[src/rtl/uart_rx_pkg.sv]
// Shared types and constants for the 16x-oversampling UART receiver.
package uart_rx_pkg;

    typedef enum logic [2:0] {
        IDLE,
        START,
        DATA,
        PARITY,
        STOP
    } rx_state_e;

    // Tick index inside the start bit where the line is re-checked (8th tick).
    localparam int START_SAMPLE = 7;
    // Oversample ticks per bit period.
    localparam int BIT_TICKS    = 16;
    // Data bits per frame.
    localparam int DATA_BITS    = 8;

endpackage

[src/rtl/uart_rx_sync.sv]
// Two-flop synchronizer for the serial line; resets to the idle (high) level.
module uart_rx_sync (
    input  logic clk_i,
    input  logic rst_ni,
    input  logic d,
    output logic q
);

    logic meta;

    // Two back-to-back flops, both preset to line-idle so reset never looks like a start bit.
    always_ff @(posedge clk_i or negedge rst_ni) begin
        if (!rst_ni) begin
            meta <= 1'b1;
            q    <= 1'b1;
        end else begin
            meta <= d;
            q    <= meta;
        end
    end

endmodule

[src/rtl/uart_rx_core.sv]
// UART receive deserializer: start bit, 8 data bits LSB first, optional parity, one stop bit.
// Config macro: UART_RX_SYNC_EN -- when defined, rx passes through uart_rx_sync (adds 2 clk latency).
module uart_rx_core
    import uart_rx_pkg::*;
#(
    parameter int OVS_LOG2  = 4,
    parameter int DATA_BITS = 8
) (
    input  logic                 clk_i,
    input  logic                 rst_ni,
    input  logic                 rx_enable,
    input  logic                 tick_baud_x16,
    input  logic                 parity_enable,
    input  logic                 parity_odd,
    input  logic                 rx,
    output logic                 tick_baud,
    output logic                 rx_valid,
    output logic [DATA_BITS-1:0] rx_data,
    output logic                 idle,
    output logic                 frame_err,
    output logic                 rx_parity_err
);

    localparam logic [OVS_LOG2-1:0] START_TICK = OVS_LOG2'(START_SAMPLE);
    localparam logic [OVS_LOG2-1:0] LAST_TICK  = OVS_LOG2'(BIT_TICKS - 1);
    localparam logic [3:0]          LAST_BIT   = 4'(DATA_BITS - 1);

    rx_state_e             state_q, state_d;
    logic [OVS_LOG2-1:0]   tick_cnt_q, tick_cnt_d;
    logic [3:0]            bit_cnt_q, bit_cnt_d;
    logic [DATA_BITS:0]    shift_q;
    logic                  par_en_q, par_odd_q;
    logic                  rx_s;
    logic                  start_det, shift_en, frame_done;
    logic [DATA_BITS-1:0]  frame_byte;
    logic                  frame_pbit;

    // Odd/even parity check over data plus received parity bit.
    function automatic logic parity_mismatch(input logic [DATA_BITS-1:0] d,
                                             input logic p,
                                             input logic odd);
        return (^d) ^ p ^ odd;
    endfunction

`ifdef UART_RX_SYNC_EN
    uart_rx_sync u_rx_sync (
        .clk_i  (clk_i),
        .rst_ni (rst_ni),
        .d      (rx),
        .q      (rx_s)
    );
`else
    assign rx_s = rx;
`endif

    // With parity the last shift pushes data one place further down.
    assign frame_byte = par_en_q ? shift_q[DATA_BITS-1:0] : shift_q[DATA_BITS:1];
    assign frame_pbit = shift_q[DATA_BITS];
    assign idle       = (state_q == IDLE);

    // Next-state, counters and per-tick sample strobes.
    always_comb begin
        state_d    = state_q;
        tick_cnt_d = tick_cnt_q;
        bit_cnt_d  = bit_cnt_q;
        tick_baud  = 1'b0;
        start_det  = 1'b0;
        shift_en   = 1'b0;
        frame_done = 1'b0;
        if (!rx_enable) begin
            state_d = IDLE;
        end else if (tick_baud_x16) begin
            tick_cnt_d = tick_cnt_q + 1'b1;
            unique case (state_q)
                IDLE: begin
                    tick_cnt_d = '0;
                    if (!rx_s) begin
                        state_d   = START;
                        start_det = 1'b1;
                    end
                end
                START: begin
                    if (tick_cnt_q == START_TICK) begin
                        tick_baud  = 1'b1;
                        tick_cnt_d = '0;
                        bit_cnt_d  = '0;
                        state_d    = rx_s ? IDLE : DATA;
                    end
                end
                DATA: begin
                    if (tick_cnt_q == LAST_TICK) begin
                        tick_baud = 1'b1;
                        shift_en  = 1'b1;
                        bit_cnt_d = bit_cnt_q + 1'b1;
                        if (bit_cnt_q == LAST_BIT) begin
                            state_d = par_en_q ? PARITY : STOP;
                        end
                    end
                end
                PARITY: begin
                    if (tick_cnt_q == LAST_TICK) begin
                        tick_baud = 1'b1;
                        shift_en  = 1'b1;
                        state_d   = STOP;
                    end
                end
                STOP: begin
                    if (tick_cnt_q == LAST_TICK) begin
                        tick_baud  = 1'b1;
                        frame_done = 1'b1;
                        state_d    = IDLE;
                    end
                end
                default: state_d = IDLE;
            endcase
        end
    end

    // Control state: FSM, counters, and frame format captured at start detection.
    always_ff @(posedge clk_i or negedge rst_ni) begin
        if (!rst_ni) begin
            state_q    <= IDLE;
            tick_cnt_q <= '0;
            bit_cnt_q  <= '0;
            par_en_q   <= 1'b0;
            par_odd_q  <= 1'b0;
        end else begin
            state_q    <= state_d;
            tick_cnt_q <= tick_cnt_d;
            bit_cnt_q  <= bit_cnt_d;
            if (start_det) begin
                par_en_q  <= parity_enable;
                par_odd_q <= parity_odd;
            end
        end
    end

    // Shift register collects data (and parity) bits, newest entering at the top.
    always_ff @(posedge clk_i or negedge rst_ni) begin
        if (!rst_ni) begin
            shift_q <= '0;
        end else if (shift_en) begin
            shift_q <= {rx_s, shift_q[DATA_BITS:1]};
        end
    end

    // Output flops: one-cycle strobes after the stop sample; rx_data holds between frames.
    always_ff @(posedge clk_i or negedge rst_ni) begin
        if (!rst_ni) begin
            rx_valid      <= 1'b0;
            frame_err     <= 1'b0;
            rx_parity_err <= 1'b0;
            rx_data       <= '0;
        end else begin
            rx_valid      <= frame_done;
            frame_err     <= frame_done & ~rx_s;
            rx_parity_err <= frame_done & par_en_q &
                             parity_mismatch(frame_byte, frame_pbit, par_odd_q);
            if (frame_done) begin
                rx_data <= frame_byte;
            end
        end
    end

endmodule

[config.mk]
export PLATFORM = sky130hd
export DESIGN_NAME = uart_rx_core
export DESIGN_NICKNAME = d
export VERILOG_FILES = /design/src/rtl/uart_rx_pkg.sv /design/src/rtl/uart_rx_sync.sv /design/src/rtl/uart_rx_core.sv
export SDC_FILE = /design/constraint.sdc
export NUM_CORES = 1
export LEC_CHECK = 0
export ABC_AREA = 1
export CELL_PAD_IN_SITES_DETAIL_PLACEMENT = 1
export CELL_PAD_IN_SITES_GLOBAL_PLACEMENT = 1
export CORE_AREA = 2 2 72 74
export CTS_BUF_LIST = sky130_fd_sc_hd__clkbuf_8
export CTS_CLUSTER_DIAMETER = 80
export DETAILED_ROUTE_END_ITERATION = 12
export DIE_AREA = 0 0 74 76
export PLACE_DENSITY = 0.84
export SETUP_SLACK_MARGIN = 0.2
export SYNTH_ARGS = -nofsm -noshare
export SYNTH_HDL_FRONTEND = slang
export SYNTH_SLANG_ARGS = --single-unit
[constraint.sdc]
create_clock -name clk_i -period 1.3 [get_ports clk_i]
set_input_delay 0.195 -clock clk_i [delete_from_list [all_inputs] [get_ports clk_i]]
set_output_delay 0.195 -clock clk_i [all_outputs]
set_load 0.05 [all_outputs]
==> impl_metrics.toml <==
[placed_design]
dp.cells = 356
portBuffers = 19
hpwl_um = 3890
gp_congestion = 0.836
place_ws_ns = -0.338

[routing]
ant_nets = 0
routed_via_density = 5.13
first_pass_iters = 4
drc = 0
totalWireLength_um = 7110
first_iter_violations = 47
num_vias = 1948
wl_per_cell_um = 18.7

[yosys]
ys_ff_latch = 33
yosysWarnings = 0
seq_area_frac_synth_pct = 44.7
syn_avg_cell_area_um2 = 7.76
netlist_area_um2 = 1850
synthTopCellsByArea = "dfrtp_1 45%, nand2_1 17%, o21ai_2 5.7%"
synth-edff-count = 0
yosys_most_used_dff = "dfrtp_1"
synth_cells = 238
async_flop_share_pct = 100
synth_top_cells_by_count = "86 x nand2_1, 33 x dfrtp_1, 23 x inv_1, 13 x o21ai_0, 12 x o21ai_2"
synth_top_area_cell = "dfrtp_1"
yosysMostFrequentCell = "nand2_1"
synth_cell_types = 25
synth_nets = 247
netlist.area_leader.share_pct = 44.7

[sta]
setup-tns-final_ns = -9.21
period_share_pct = 135
fmax_ghz = 0.571
slew_viol_final = 0
clock_skew_ns = 0.0105
relSlewSlack_pct = 66.8
finalSetupViolations = 34
rsz0062_at_grt = "yes"
hold_viol_final = 0
worst_slack_ns = -0.451
period_needed_ns = 1.75
tightest_slew_ns = 0.493

[clocking]
cts_max_level = 2
cts.reportedPaths.clkPinSlew_ns = 0.08
cts_sinks = 33
clk_latency_ns = 0.29
clockBufferDepth = 2
cts_tree = "yes"
cts_buffers = 5
cts_hold_buf = 0
cts_root_buf = "clkbuf_8"

[power_and_ir_drop]
finalPower_mw = 2.85
p_per_area_nw_per_um2 = 961
vdd_ir_drop_max_v = 0.000666
p_leak_nw = 1.40

[final_layout]
regArea_um2 = 831
nFillCells = 567
nets = 319
layout-drive-gt1-share_pct = 48.1
fin_cells = 380
n_antenna_cell = 0
area_growth_pct = 60.7
multiInputGateArea_um2 = 1060

[setup_path]
worstPathArrival_ns = 1.56
worst-path-max-fanout = 4
worstSetupPathType = "flip-flop to output port"
cp-end-kind = "output port"
ff2ff_path_depth = 10
ff2ff_setup_slack_ns = -0.35
cp_data_required_time_ns = 1.11
start_kind = "flip-flop"

[floorplanning]
num_rows = 26
start_util_pct = 37.6
die_x_um = 74
die_h_um = 76
ios = 20
core_area_um2 = 4910
dieArea_um2 = 5620

[run_status]
failed_checks = "negative setup slack"
outcome = "finished with violations"

[global_route]
gr-total-overflow = 0
antenna_found_initial = 0
grt_pass1_wl_um = 9540
track_usage_pct = 22.2
grt_pass1_vias = 1961
grt_max_degree = 34

[worst_hold_path]
hp-class = "input pin to asynchronous set/reset pin"

[run]
drv_cap = 0
[path summary, 6_finish.rpt]
check                         startpoint          to
max                           state_q[1]   tick_baud
min                               rst_ni  state_q[0]
max reg2reg                tick_cnt_q[0]  state_q[1]
min reg2reg                   shift_q[0]  shift_q[0]
max in group asynchronous         rst_ni  rx_data[3]
min in group clk_i         parity_enable    par_en_q
[per-stage QoR]
step | hold slack (ns) | util [%] | area [um2]
floorplan | -0.101 | - | 1890
global placement | 0.483 | 51.2 | 2520
detailed placement | 0.488 | 51.2 | 2520
CTS | 0.291 | 56.0 | 2750
global route | 0.303 | 60.5 | 2970
finish | 0.295 | 60.5 | 2970
[registers in the layout, indices dropped and copies added, names as in the netlist]
signal and count:
shift_q 9, par_en_q 1, frame_err 1, rx_parity_err 1
rx_data 8, par_odd_q 1, tick_cnt_q 4, bit_cnt_q 4
state_q 3, rx_valid 1
[cells in the final DEF (no fill, tap or decap), types with 7 or more instances in the layout]
cell type	count
nand2_2	15
buf_4	36
o21ai_1	7
inv_2	8
nand2_4	8
nor2_4	8
o21ai_2	16
inv_1	21
dfrtp_1	29
buf_12	15
nand2_1	68
buf_6	10
[kinds of logic (layout without fill, tap and decap cells)]
family | count (synthesis) | count (layout) | share of synthesized area [%]
adder cells (fa/ha/maj) | 2 | 2 | 1.35
AO/OA/AOI/OAI | 41 | 41 | 13.8
buffers and inverters | 37 | 108 | 9.68
multiplexers | 1 | 1 | 0.609
AND/OR/NAND/NOR | 122 | 123 | 28.9
flip-flops | 33 | 33 | 44.7
XOR/XNOR | 2 | 2 | 0.948
[critical path, cell delays in order (launching register included)]
cell and delay [ns]:
dfrtp_2 0.44, inv_1 0.10, nor2_2 0.19, buf_4 0.22, o21ai_2 0.08, nand2_2 0.09
buf_12 0.13
[layout make-up]
class                   instances  area share (%)
multi-input cells             169            35.8
flip-flops and latches         33            28.0
repair buffers                 67            25.0
inverters                      32            4.59
well taps                      70            2.95
clock buffers                   6            2.78
repair inverters                2           0.758
clock inverters                 1           0.126
[where the power goes]
part / switching (mW) / internal (mW) / leakage (nW)
logic: 0.493 / 0.396 / 0.925
clock network: 0.398 / 0.413 / 0.0485
registers: 0.0693 / 1.08 / 0.423
[per-layer routing]
| layer | track usage, % | wire length [um] | vias to the layer above |
|---|---|---|---|
| li1 | - | - | 898 |
| met1 | 25.3 | 2480 | 964 |
| met2 | 41.9 | 4120 | 63 |
| met3 | 3.57 | 229 | 23 |
| met4 | 4.91 | 272 | 0 |
| met5 | 0 | 0 | - |
[timing repair]
action                                 in CTS  in global routing
pin swaps                                   8                  8
setup endpoints to repair                  35                 35
resized for setup                          31                 42
cloned                                      1                  2
setup buffers                               5                  9
endpoints found under the hold margin       0                  0
Power figures use the tool's default switching activity.
